<file path="src/rtl/fp32_pkg.sv">
// Shared constants, round-mode encoding, flag-vector layout and result
// record for the binary32 add/sub path.
package fp32_pkg;

  localparam int BIAS = 127;
  localparam logic [7:0] EXP_MAX = 8'hFF;
  localparam logic [7:0] EXP_MAX_FINITE = 8'(2 * BIAS);
  localparam logic [22:0] QNAN_FRAC = 23'h400000;
  localparam logic [22:0] FRAC_ONES = 23'h7FFFFF;

  typedef enum logic [1:0] {
    RNE = 2'b00,
    RZ  = 2'b01,
    RUP = 2'b10,
    RDN = 2'b11
  } round_mode_e;

  localparam int FLAG_ZERO      = 0;
  localparam int FLAG_INEXACT   = 1;
  localparam int FLAG_UNDERFLOW = 2;
  localparam int FLAG_OVERFLOW  = 3;
  localparam int FLAG_INVALID   = 4;
  localparam int NUM_FLAGS      = 5;

  typedef struct packed {
    logic        sign;
    logic [7:0]  exp;
    logic [22:0] frac;
  } fp32_t;

endpackage

</file>
<file path="src/rtl/fp_lzc24.sv">
// Leading-zero counter over a 24-bit significand; an all-zero input
// reports 24 so the caller can shift bits below the field into place.
module fp_lzc24 (
  input  logic [23:0] din,
  output logic [4:0]  count
);

  // Scan upward so the most significant set bit decides the final count.
  always_comb begin
    count = 5'd24;
    for (int i = 0; i < 24; i++) begin
      if (din[i]) count = 5'(23 - i);
    end
  end

endmodule

</file>
<file path="src/rtl/fp32_add_sub.sv">
// Binary32 adder/subtractor: combinational align/add/normalize/round with
// special-case override, followed by one output register stage.
module fp32_add_sub
  import fp32_pkg::*;
#(
  parameter int EW = 8,
  parameter int MW = 23
) (
  input  logic          clk,
  input  logic          rst,
  input  logic          Sx,
  input  logic [EW-1:0] Ex,
  input  logic [MW-1:0] Mx,
  input  logic          Sy,
  input  logic [EW-1:0] Ey,
  input  logic [MW-1:0] My,
  input  logic          sub,
  input  logic          EOP,
  input  logic [1:0]    roundMode,
  output logic          Sz,
  output logic [EW-1:0] Ez,
  output logic [MW-1:0] Mz_final,
  output logic          invalid_flag,
  output logic          overflow_flag,
  output logic          underflow_flag,
  output logic          inexact_flag,
  output logic          zero_flag
);

  round_mode_e rm;
  logic sy_eff, x_zero, x_inf, x_nan, y_zero, y_inf, y_nan;
  logic x_ge, sign_big;
  logic [7:0] ea, eb, diff;
  logic [23:0] ma, mb;
  logic [49:0] b_wide;
  logic [26:0] a_ext, b_ext;
  logic [27:0] sum;
  logic [4:0] lzc;
  logic [26:0] norm;
  logic [23:0] m_pre;
  logic g, st, round_up, inexact;
  logic [24:0] m_rnd;
  logic [22:0] frac_rnd;
  logic signed [9:0] e_norm, e_fin;
  fp32_t res_n;
  logic [NUM_FLAGS-1:0] flags_n;

  assign rm     = round_mode_e'(roundMode);
  assign sy_eff = Sy ^ sub;
  assign x_zero = (Ex == 8'h00);
  assign y_zero = (Ey == 8'h00);
  assign x_inf  = (Ex == EXP_MAX) && (Mx == '0);
  assign y_inf  = (Ey == EXP_MAX) && (My == '0);
  assign x_nan  = (Ex == EXP_MAX) && (Mx != '0);
  assign y_nan  = (Ey == EXP_MAX) && (My != '0);

  // Operand A is always the larger magnitude, so subtraction never goes negative.
  assign x_ge     = {Ex, Mx} >= {Ey, My};
  assign sign_big = x_ge ? Sx : sy_eff;
  assign ea       = x_ge ? Ex : Ey;
  assign eb       = x_ge ? Ey : Ex;
  assign ma       = {1'b1, (x_ge ? Mx : My)};
  assign mb       = {1'b1, (x_ge ? My : Mx)};
  assign diff     = ea - eb;

  // B carries guard and round bits, plus a sticky LSB that ORs everything shifted past them.
  assign b_wide = {mb, 26'b0} >> diff;
  assign b_ext  = (diff >= 8'd26) ? {26'b0, 1'b1} : {b_wide[49:24], |b_wide[23:0]};
  assign a_ext  = {ma, 3'b000};
  assign sum    = EOP ? ({1'b0, a_ext} - {1'b0, b_ext}) : ({1'b0, a_ext} + {1'b0, b_ext});

  fp_lzc24 u_lzc (
    .din   (sum[26:3]),
    .count (lzc)
  );

  always_comb begin
    norm = sum[26:0] << lzc;
    if (sum[27]) begin
      m_pre  = sum[27:4];
      g      = sum[3];
      st     = |sum[2:0];
      e_norm = $signed({2'b00, ea}) + 10'sd1;
    end else begin
      m_pre  = norm[26:3];
      g      = norm[2];
      st     = |norm[1:0];
      e_norm = $signed({2'b00, ea}) - $signed({5'b00000, lzc});
    end

    inexact = g | st;
    case (rm)
      RNE:     round_up = g & (st | m_pre[0]);
      RZ:      round_up = 1'b0;
      RUP:     round_up = inexact & ~sign_big;
      default: round_up = inexact & sign_big;
    endcase

    // A rounding carry leaves 1.000..0, so the fraction is zero and the exponent bumps.
    m_rnd = {1'b0, m_pre} + {24'b0, round_up};
    if (m_rnd[24]) begin
      frac_rnd = m_rnd[23:1];
      e_fin    = e_norm + 10'sd1;
    end else begin
      frac_rnd = m_rnd[22:0];
      e_fin    = e_norm;
    end
  end

  // Specials take precedence, then zero operands, then finite result classification.
  always_comb begin
    res_n                 = {sign_big, e_fin[7:0], frac_rnd};
    flags_n               = '0;
    flags_n[FLAG_INEXACT] = inexact;
    if (x_nan) begin
      res_n                 = {Sx, EXP_MAX, Mx | QNAN_FRAC};
      flags_n               = '0;
      flags_n[FLAG_INVALID] = 1'b1;
    end else if (y_nan) begin
      res_n                 = {Sy, EXP_MAX, My | QNAN_FRAC};
      flags_n               = '0;
      flags_n[FLAG_INVALID] = 1'b1;
    end else if (x_inf && y_inf && EOP) begin
      res_n                 = {1'b1, EXP_MAX, QNAN_FRAC};
      flags_n               = '0;
      flags_n[FLAG_INVALID] = 1'b1;
    end else if (x_inf) begin
      res_n   = {Sx, EXP_MAX, 23'h0};
      flags_n = '0;
    end else if (y_inf) begin
      res_n   = {sy_eff, EXP_MAX, 23'h0};
      flags_n = '0;
    end else if (x_zero && y_zero) begin
      res_n              = {((Sx == sy_eff) ? Sx : (rm == RDN)), 8'h00, 23'h0};
      flags_n            = '0;
      flags_n[FLAG_ZERO] = 1'b1;
    end else if (x_zero) begin
      res_n   = {sy_eff, Ey, My};
      flags_n = '0;
    end else if (y_zero) begin
      res_n   = {Sx, Ex, Mx};
      flags_n = '0;
    end else if (sum == '0) begin
      res_n              = {(rm == RDN), 8'h00, 23'h0};
      flags_n            = '0;
      flags_n[FLAG_ZERO] = 1'b1;
    end else if (e_norm <= 10'sd0) begin
      res_n                   = {sign_big, 8'h00, 23'h0};
      flags_n                 = '0;
      flags_n[FLAG_UNDERFLOW] = 1'b1;
      flags_n[FLAG_ZERO]      = 1'b1;
    end else if (e_fin >= 10'sd255) begin
      flags_n                = '0;
      flags_n[FLAG_OVERFLOW] = 1'b1;
      if (rm == RNE || (rm == RUP && !sign_big) || (rm == RDN && sign_big))
        res_n = {sign_big, EXP_MAX, 23'h0};
      else
        res_n = {sign_big, EXP_MAX_FINITE, FRAC_ONES};
    end
  end

  always_ff @(posedge clk) begin
    if (rst) begin
      Sz             <= 1'b0;
      Ez             <= '0;
      Mz_final       <= '0;
      invalid_flag   <= 1'b0;
      overflow_flag  <= 1'b0;
      underflow_flag <= 1'b0;
      inexact_flag   <= 1'b0;
      zero_flag      <= 1'b0;
    end else begin
      Sz             <= res_n.sign;
      Ez             <= res_n.exp;
      Mz_final       <= res_n.frac;
      invalid_flag   <= flags_n[FLAG_INVALID];
      overflow_flag  <= flags_n[FLAG_OVERFLOW];
      underflow_flag <= flags_n[FLAG_UNDERFLOW];
      inexact_flag   <= flags_n[FLAG_INEXACT];
      zero_flag      <= flags_n[FLAG_ZERO];
    end
  end

endmodule

</file>
<file path="config.mk">
export PLATFORM = sky130hd
export DESIGN_NAME = fp32_add_sub
export DESIGN_NICKNAME = d
export VERILOG_FILES = /design/src/rtl/fp32_pkg.sv /design/src/rtl/fp_lzc24.sv /design/src/rtl/fp32_add_sub.sv
export SDC_FILE = /design/constraint.sdc
export NUM_CORES = 1
export LEC_CHECK = 0
export CELL_PAD_IN_SITES_DETAIL_PLACEMENT = 1
export CELL_PAD_IN_SITES_GLOBAL_PLACEMENT = 2
export CORE_ASPECT_RATIO = 2
export CORE_MARGIN = 3
export CORE_UTILIZATION = 34
export CTS_CLUSTER_SIZE = 14
export DETAILED_ROUTE_END_ITERATION = 8
export HOLD_SLACK_MARGIN = 0.12
export PLACE_DENSITY = 0.83
export SLEW_MARGIN = 20
export SYNTH_ARGS = -nofsm -noshare
export SYNTH_HDL_FRONTEND = slang
export SYNTH_SLANG_ARGS = --single-unit
</file>
<file path="constraint.sdc">
create_clock -name clk -period 19.4 [get_ports clk]
set_input_delay 3.88 -clock clk [delete_from_list [all_inputs] [get_ports clk]]
set_output_delay 3.88 -clock clk [all_outputs]
set_load 0.01 [all_outputs]
</file>
# After elaboration in Yosys (flattened, before gate mapping)
# Cells that the tools add are included.
[op_classes]
shift = 2
eq_ne = 6
addsub = 7
n_bitwise = 7
reduce_logical = 27
order_cmp = 4
mux = 62
[ops]
columns = ["op", "n"]
rows = [
  ["$mux 32", 9],
  ["$mux 5", 19],
  ["$mux 23", 3],
  ["$mux 4", 16],
  ["$mux 31", 2],
  ["$shr 50x8->50", 1],
  ["$mux 24", 2],
  ["$logic_not 23->1", 2],
  ["$reduce_bool 23->1", 2],
  ["$ge 31x31->1", 1],
  ["$add 27x27->28", 1],
  ["$logic_not 28->1", 1],
  ["$mux 28", 1],
  ["$sub 27x27->28", 1],
  ["$mux 27", 1],
  ["$shl 27x5->27", 1],
  ["$add 24x1->25", 1],
  ["$reduce_or 24->1", 1],
  ["$mux 10", 2],
  ["$eq 8x8->1 const B", 2],
  ["$logic_not 8->1", 2],
  ["$mux 8", 2],
  ["$reduce_or 12->1", 1],
  ["$reduce_or 11->1", 1],
  ["24 further kinds", 40],
]
[word_totals]
output_inout_bits = 37
wordCells = 123
in_bits = 70
regBits = 37

# Longest topological paths before layout
# Gate-level depths: netlist (run 1).
[depth]
depth_word = 52
mapped_depth = 70
mapped_depth_nobuf = 58

# Hierarchy
# Synthesis (run 1) repeated with hierarchy kept, for this count alone.
[unflattened]
cells_unflattened = 2366
area_unflattened_um2 = 15346.0
[by_module_without_submodules]
columns = ["module", "seq_area_each_um2", "cells_per_inst", "area_per_inst_um2", "instances"]
rows = [
  ["fp32_add_sub", 740.7, 2318, 15080.7, 1],
  ["fp_lzc24", 0.0, 48, 265.3, 1],
]

# Least setup slack after synthesis (run 1)
# OpenSTA, ideal clock, no wires.
[synth_path]
path_type = "input to register"
from = "in Ey[6]"
to = "reg Mz_final[5]"
slack_ns = 2.183
t_arrival_ns = 17.085
n_path_buf = 16
t_required_ns = 19.268
setup_ns = 0.132
path_stages = 65
cell_sequence = "inv_1 > ha_1 > buf_4 > nand4_2 > nor4_2 > a32oi_1 > and3_1 > buf_2 > nand2_1 > buf_6 > buf_4 > clkbuf_1 > clkbuf_1 > buf_1 > mux2_2 > ha_1 > buf_2 > clkbuf_1 > [... 29 more ...] > clkbuf_1 > ha_1 > a21o_1 > a21o_1 > a21o_1 > a211oi_1 > nor2b_1 > xnor2_1 > or3_1 > nand2b_1 > nor2_1 > nand3_1 > xnor2_1 > a2111oi_4 > nor2_2 > buf_2 > a221oi_1 > nor3_1"
[synth_via]
elab_chain_cells = 52
elab_cells_between_ends = 85
cone_classes = "add/sub: 7; order compare: 4; eq/ne: 1; shift: 2; mux: 50; bitwise: 6; reduce/logical: 15"
[synth_rtl]
columns = ["element", "line", "rtl"]
rows = [
  ["start, declared", "fp32_add_sub.sv:15", "input logic [EW-1:0] Ey,"],
  ["$ge 31x31->1", "fp32_add_sub.sv:58", "assign x_ge = {Ex, Mx} >= {Ey, My};"],
  ["$mux 8 (on tied branches)", "fp32_add_sub.sv:60, fp32_add_sub.sv:61", ""],
  ["$sub 8x8->8", "fp32_add_sub.sv:64", "assign diff = ea - eb;"],
  ["$shr 50x8->50", "fp32_add_sub.sv:67", "assign b_wide = {mb, 26'b0} >> diff;"],
  ["$reduce_or 24->1", "fp32_add_sub.sv:68", "assign b_ext = (diff >= 8'd26) ? {26'b0, 1'b1} : {b_wide[49:24], |b_wide[23:0]};"],
  ["$mux 27", "fp32_add_sub.sv:68", ""],
  ["$add 27x27->28 / $sub 27x27->28 (equally long branches)", "fp32_add_sub.sv:70", "assign sum = EOP ? ({1'b0, a_ext} - {1'b0, b_ext}) : ({1'b0, a_ext} + {1'b0, b_ext});"],
  ["$mux 28", "fp32_add_sub.sv:70", ""],
  ["[... 36 more ...]", "--", ""],
  ["$mux 32", "fp32_add_sub.sv:140", "end else if (y_zero) begin"],
  ["$mux 32", "fp32_add_sub.sv:137", "end else if (x_zero) begin"],
  ["$mux 32", "fp32_add_sub.sv:133", "end else if (x_zero && y_zero) begin"],
  ["$mux 32", "fp32_add_sub.sv:130", "end else if (y_inf) begin"],
  ["$mux 32", "fp32_add_sub.sv:127", "end else if (x_inf) begin"],
  ["$mux 32", "fp32_add_sub.sv:123", "end else if (x_inf && y_inf && EOP) begin"],
  ["$mux 32 (*)", "fp32_add_sub.sv:119", "end else if (y_nan) begin"],
  ["$mux 32 (*)", "fp32_add_sub.sv:115", "if (x_nan) begin"],
  ["end signal, assigned", "fp32_add_sub.sv:175", "Mz_final <= res_n.frac;"],
  ["end, declared", "fp32_add_sub.sv:22", "output logic [MW-1:0] Mz_final,"],
]
# Mark *: on every way between the ends. The rest lies on a longest branch, timed or not.
# A chain may end at the register's enable or synchronous reset.

# Worst setup path after layout (run 1)
[layout_path]
from = "in My[7]"
to = "reg Mz_final[13]"
[layout_via]
elab_chain_cells = 52
elab_cells_between_ends = 84
cone_classes = "add/sub: 7; order compare: 4; shift: 2; mux: 50; bitwise: 6; reduce/logical: 15"
[layout_rtl]
columns = ["element", "line", "rtl"]
rows = [
  ["start, declared", "fp32_add_sub.sv:16", "input logic [MW-1:0] My,"],
  ["$ge 31x31->1", "fp32_add_sub.sv:58", ""],
  ["$mux 8 (on tied branches)", "fp32_add_sub.sv:60, fp32_add_sub.sv:61", ""],
  ["$sub 8x8->8", "fp32_add_sub.sv:64", ""],
  ["$shr 50x8->50", "fp32_add_sub.sv:67", ""],
  ["$reduce_or 24->1", "fp32_add_sub.sv:68", ""],
  ["$mux 27", "fp32_add_sub.sv:68", ""],
  ["$add 27x27->28 / $sub 27x27->28 (equally long branches)", "fp32_add_sub.sv:70", ""],
  ["$mux 28", "fp32_add_sub.sv:70", ""],
  ["[... 36 more ...]", "--", ""],
  ["$mux 32", "fp32_add_sub.sv:140", ""],
  ["$mux 32", "fp32_add_sub.sv:137", ""],
  ["$mux 32", "fp32_add_sub.sv:133", ""],
  ["$mux 32", "fp32_add_sub.sv:130", ""],
  ["$mux 32", "fp32_add_sub.sv:127", ""],
  ["$mux 32", "fp32_add_sub.sv:123", ""],
  ["$mux 32 (*)", "fp32_add_sub.sv:119", ""],
  ["$mux 32 (*)", "fp32_add_sub.sv:115", ""],
]
# Marked as above.

==> results of run 1 <==
-- area by class of cell --
type                    count  area (sq um)  area share
multi-input cells        1863         12360      0.7632
repair buffers            203          1809      0.1117
flip-flops and latches     37         740.7     0.04572
well taps                 530         663.1     0.04093
inverters                 117         441.7     0.02726
clock buffers               6         138.9    0.008573
clock inverters             2         37.54    0.002317
diodes                      2         5.005   0.0003089
-- state kept, by name, summed over array words and instances, names as in the netlist --
register        cells
Mz_final           23
invalid_flag        1
Sz                  1
underflow_flag      1
overflow_flag       1
inexact_flag        1
Ez                  8
zero_flag           1
-- metal layers --
layer | part of all wire | GRT usage
met1 | 0.34 | 0.3826
met4 | 0.13 | 0.3815
met5 | 0 | 0
met2 | 0.48 | 0.6634
met3 | 0.056 | 0.07397
-- power by group through the flow --
| stage | registers [mW] | clock network (mW) | logic, mW |
|---|---|---|---|
| after floorplan | 0.117 | 0 | 0.673 |
| after global placement | 0.113 | 0 | 1.13 |
| after detailed placement | 0.113 | 0 | 1.14 |
| after CTS | 0.112 | 0.0986 | 1.14 |
| after global routing | 0.113 | 0.102 | 1.25 |
| final | 0.113 | 0.0983 | 1.19 |
-- critical path: cells and delay by family --
| family | cells | cell delay (ns) |
|---|---|---|
| xor gates and xnor gates | 1 | 0.22 |
| muxes | 4 | 1.74 |
| adders and majority gates | 3 | 1.11 |
| and+or+nand+nor | 15 | 3.93 |
| buffers and inverters | 7 | 2.34 |
| AOI/OAI and AO/OA | 17 | 5.40 |
-- per-stage QoR --
stage | power [mW] | util | cells | area (sq um) | setup slack (ns)
6_report | 1.400 | 0.3990 | 2760 | 16200 | 0.7653
5_1_grt | 1.468 | 0.3989 | 2758 | 16200 | 0.01377
4_1_cts | 1.355 | 0.3981 | 2756 | 16160 | 1.118
3_5_place_dp | 1.251 | 0.3938 | 2748 | 15990 | 0.8308
3_3_place_gp | 1.239 | 0.3938 | 2748 | 15990 | 1.112
2_1_floorplan | 0.7896 | - | 2151 | 14070 | 2.183
-- what timing repair did --
action,4_1_cts,5_1_grt
resized for setup,0,2
setup buffers,0,1
endpoints found under the setup margin,0,25
-- final timing paths --
kind  start            to  cells after the start
max   My[7]  Mz_final[13]                     47
min   Ey[7]         Ez[7]                      3
-- synthesized netlist by cell type (all sizes together), types with 24 or more instances --
master / count / area, sq um
a31oi: 37 / 244.0
mux2i: 86 / 872.1
nand4: 40 / 262.8
a21o: 31 / 232.7
clkbuf: 88 / 331.6
nor3: 77 / 406.7
o211ai: 37 / 282.8
nand3: 62 / 315.3
mux2: 24 / 270.3
o22ai: 28 / 175.2
o21ai: 170 / 850.8
a21oi: 177 / 897.1
a211oi: 45 / 380.4
inv: 113 / 426.7
ha: 91 / 1139
dfxtp: 37 / 740.7
nor2: 199 / 752.0
buf: 46 / 260.3
nand2: 260 / 978.4
a221oi: 27 / 236.5
xnor2: 40 / 350.3
nor4: 32 / 240.2
-- logic make-up after synthesis --
logic type                 count (synthesis)
and+or+nand+nor                          817
AOI/OAI and AO/OA                        767
buffers and inverters                    251
muxes                                    123
adders and majority gates                 93
xor gates and xnor gates                  63
DFF                                       37
==> results.yml, run 1 <==
run_status:
  status: "completed"
power_and_ir_drop:
  p_per_area_nw_per_um2: 86.42
  p_comb_frac: 0.849
  vdd_drop_max_mv: 0.04515
  power_frac_seq: 0.080
  switching_power_mw: 0.8291
  p_leak_nw: 6.551
  switching_share: 0.5922
  clockPowerShare: 0.070
  p_int_mw: 0.5709
layout:
  drive_gt1_frac: 0.09695
  nets: 2390
  final_cell_mix: "nand2_1 (258), nor2_1 (195), a21oi_1 (176), o21ai_0 (140), inv_1 (108)"
  final_common_cell: "nand2_1"
  area_growth_pct: 15.12
  fillers: 5316
floorplan:
  die_x_um: 149.9
  fp.dieArea_sq_um: 44010
  die_h_um: 293.7
  core_sq_um: 40600
  initial_core_util: 0.3466
  rows: 104
  io_pins: 107
sta:
  min_period_over_period: 0.9605
  max_freq_ghz: 0.05366
  hold_violations: 0
  hold_ws_ns: 4.254
  max_slew.worst_pin.slew_ns: 1.145
  setup_viol: 0
  slew_headroom: 0.2365
  period_needed_ns: 18.63
  tns_ns: 0
  rsz0062_at_grt: "no"
  slew_violations: 0
critical_path:
  crit_path_end_kind: "flip-flop"
  cp_slowest_cell: "clkdlybuf4s50_1"
  path_max_fanout: 75
  start_kind: "input pin"
  arrival_ns: 18.79
  crit_path_max_incr_delay_ns: 0.85
  required_ns: 19.55
  critPathKind: "input pin to flip-flop"
synth:
  synth-simple-area-share: 0.2815
  async_flop_share: 0
  synthMuxAreaShare: 0.1020
  syn_avg_cell_area_sq_um: 6.542
  ys_seq_area_frac: 0.05264
  ys.flop_type: "dfxtp_1"
  netlist-cell-type-count: 102
  synth-seq-cells: 37
  ys.warnings.count: 0
  syn_area_sq_um: 14070
  synth_edf_count: 0
  syn_inst: 2151
  synth_xor_area_frac: 0.03921
  synth_top_family_by_area: "compound AO/OA/AOI/OAI gates"
  synth-compound-area-share: 0.3675
  syn-num-nets: 2314
  synthAdderAreaFrac: 0.08376
clock_tree:
  cts_tree: "built"
  ctsLongestPathBuffers: 2
  cts_root_buf: "clkbuf_16"
  cts_buffers: 5
  ctsHtreeMaxLevel: 2
  cts_hold_buffers: 0
  clk_pin_slew_worst_paths_ns: 0.06
  cts.sinks: 37
drt:
  first_pass_iters: 5
  antenna_left: 0
  drt_iter0_markers: 1379
  vias: 18500
  vias_per_cell: 6.704
  wl_um: 88030
  wl_per_cell_um: 31.89
  drc: 0
placed_design:
  dpl.hpwl_um: 71150
  place.gp.congestion: 1.067
  portBuffers: 106
grt:
  grt_max_degree: 76
  antenna_found_initial: 1
  grt_pass1_vias: 19230
  track_usage: 0.3891
  grt_pass1_wl_um: 127900
  grt_overflow: 0
min_path:
  min_path_type: "input pin to flip-flop"
run:
  drv_cap: 0
(Power assumes the default switching activity.)
==> run 2, diff against run 1 <==
- CAP_MARGIN: not set -> 20
- HOLD_SLACK_MARGIN: 0.12 -> 0.02
==> results of run 2 <==
The final DEF is identical to that of run 1; final timing and power are the same.
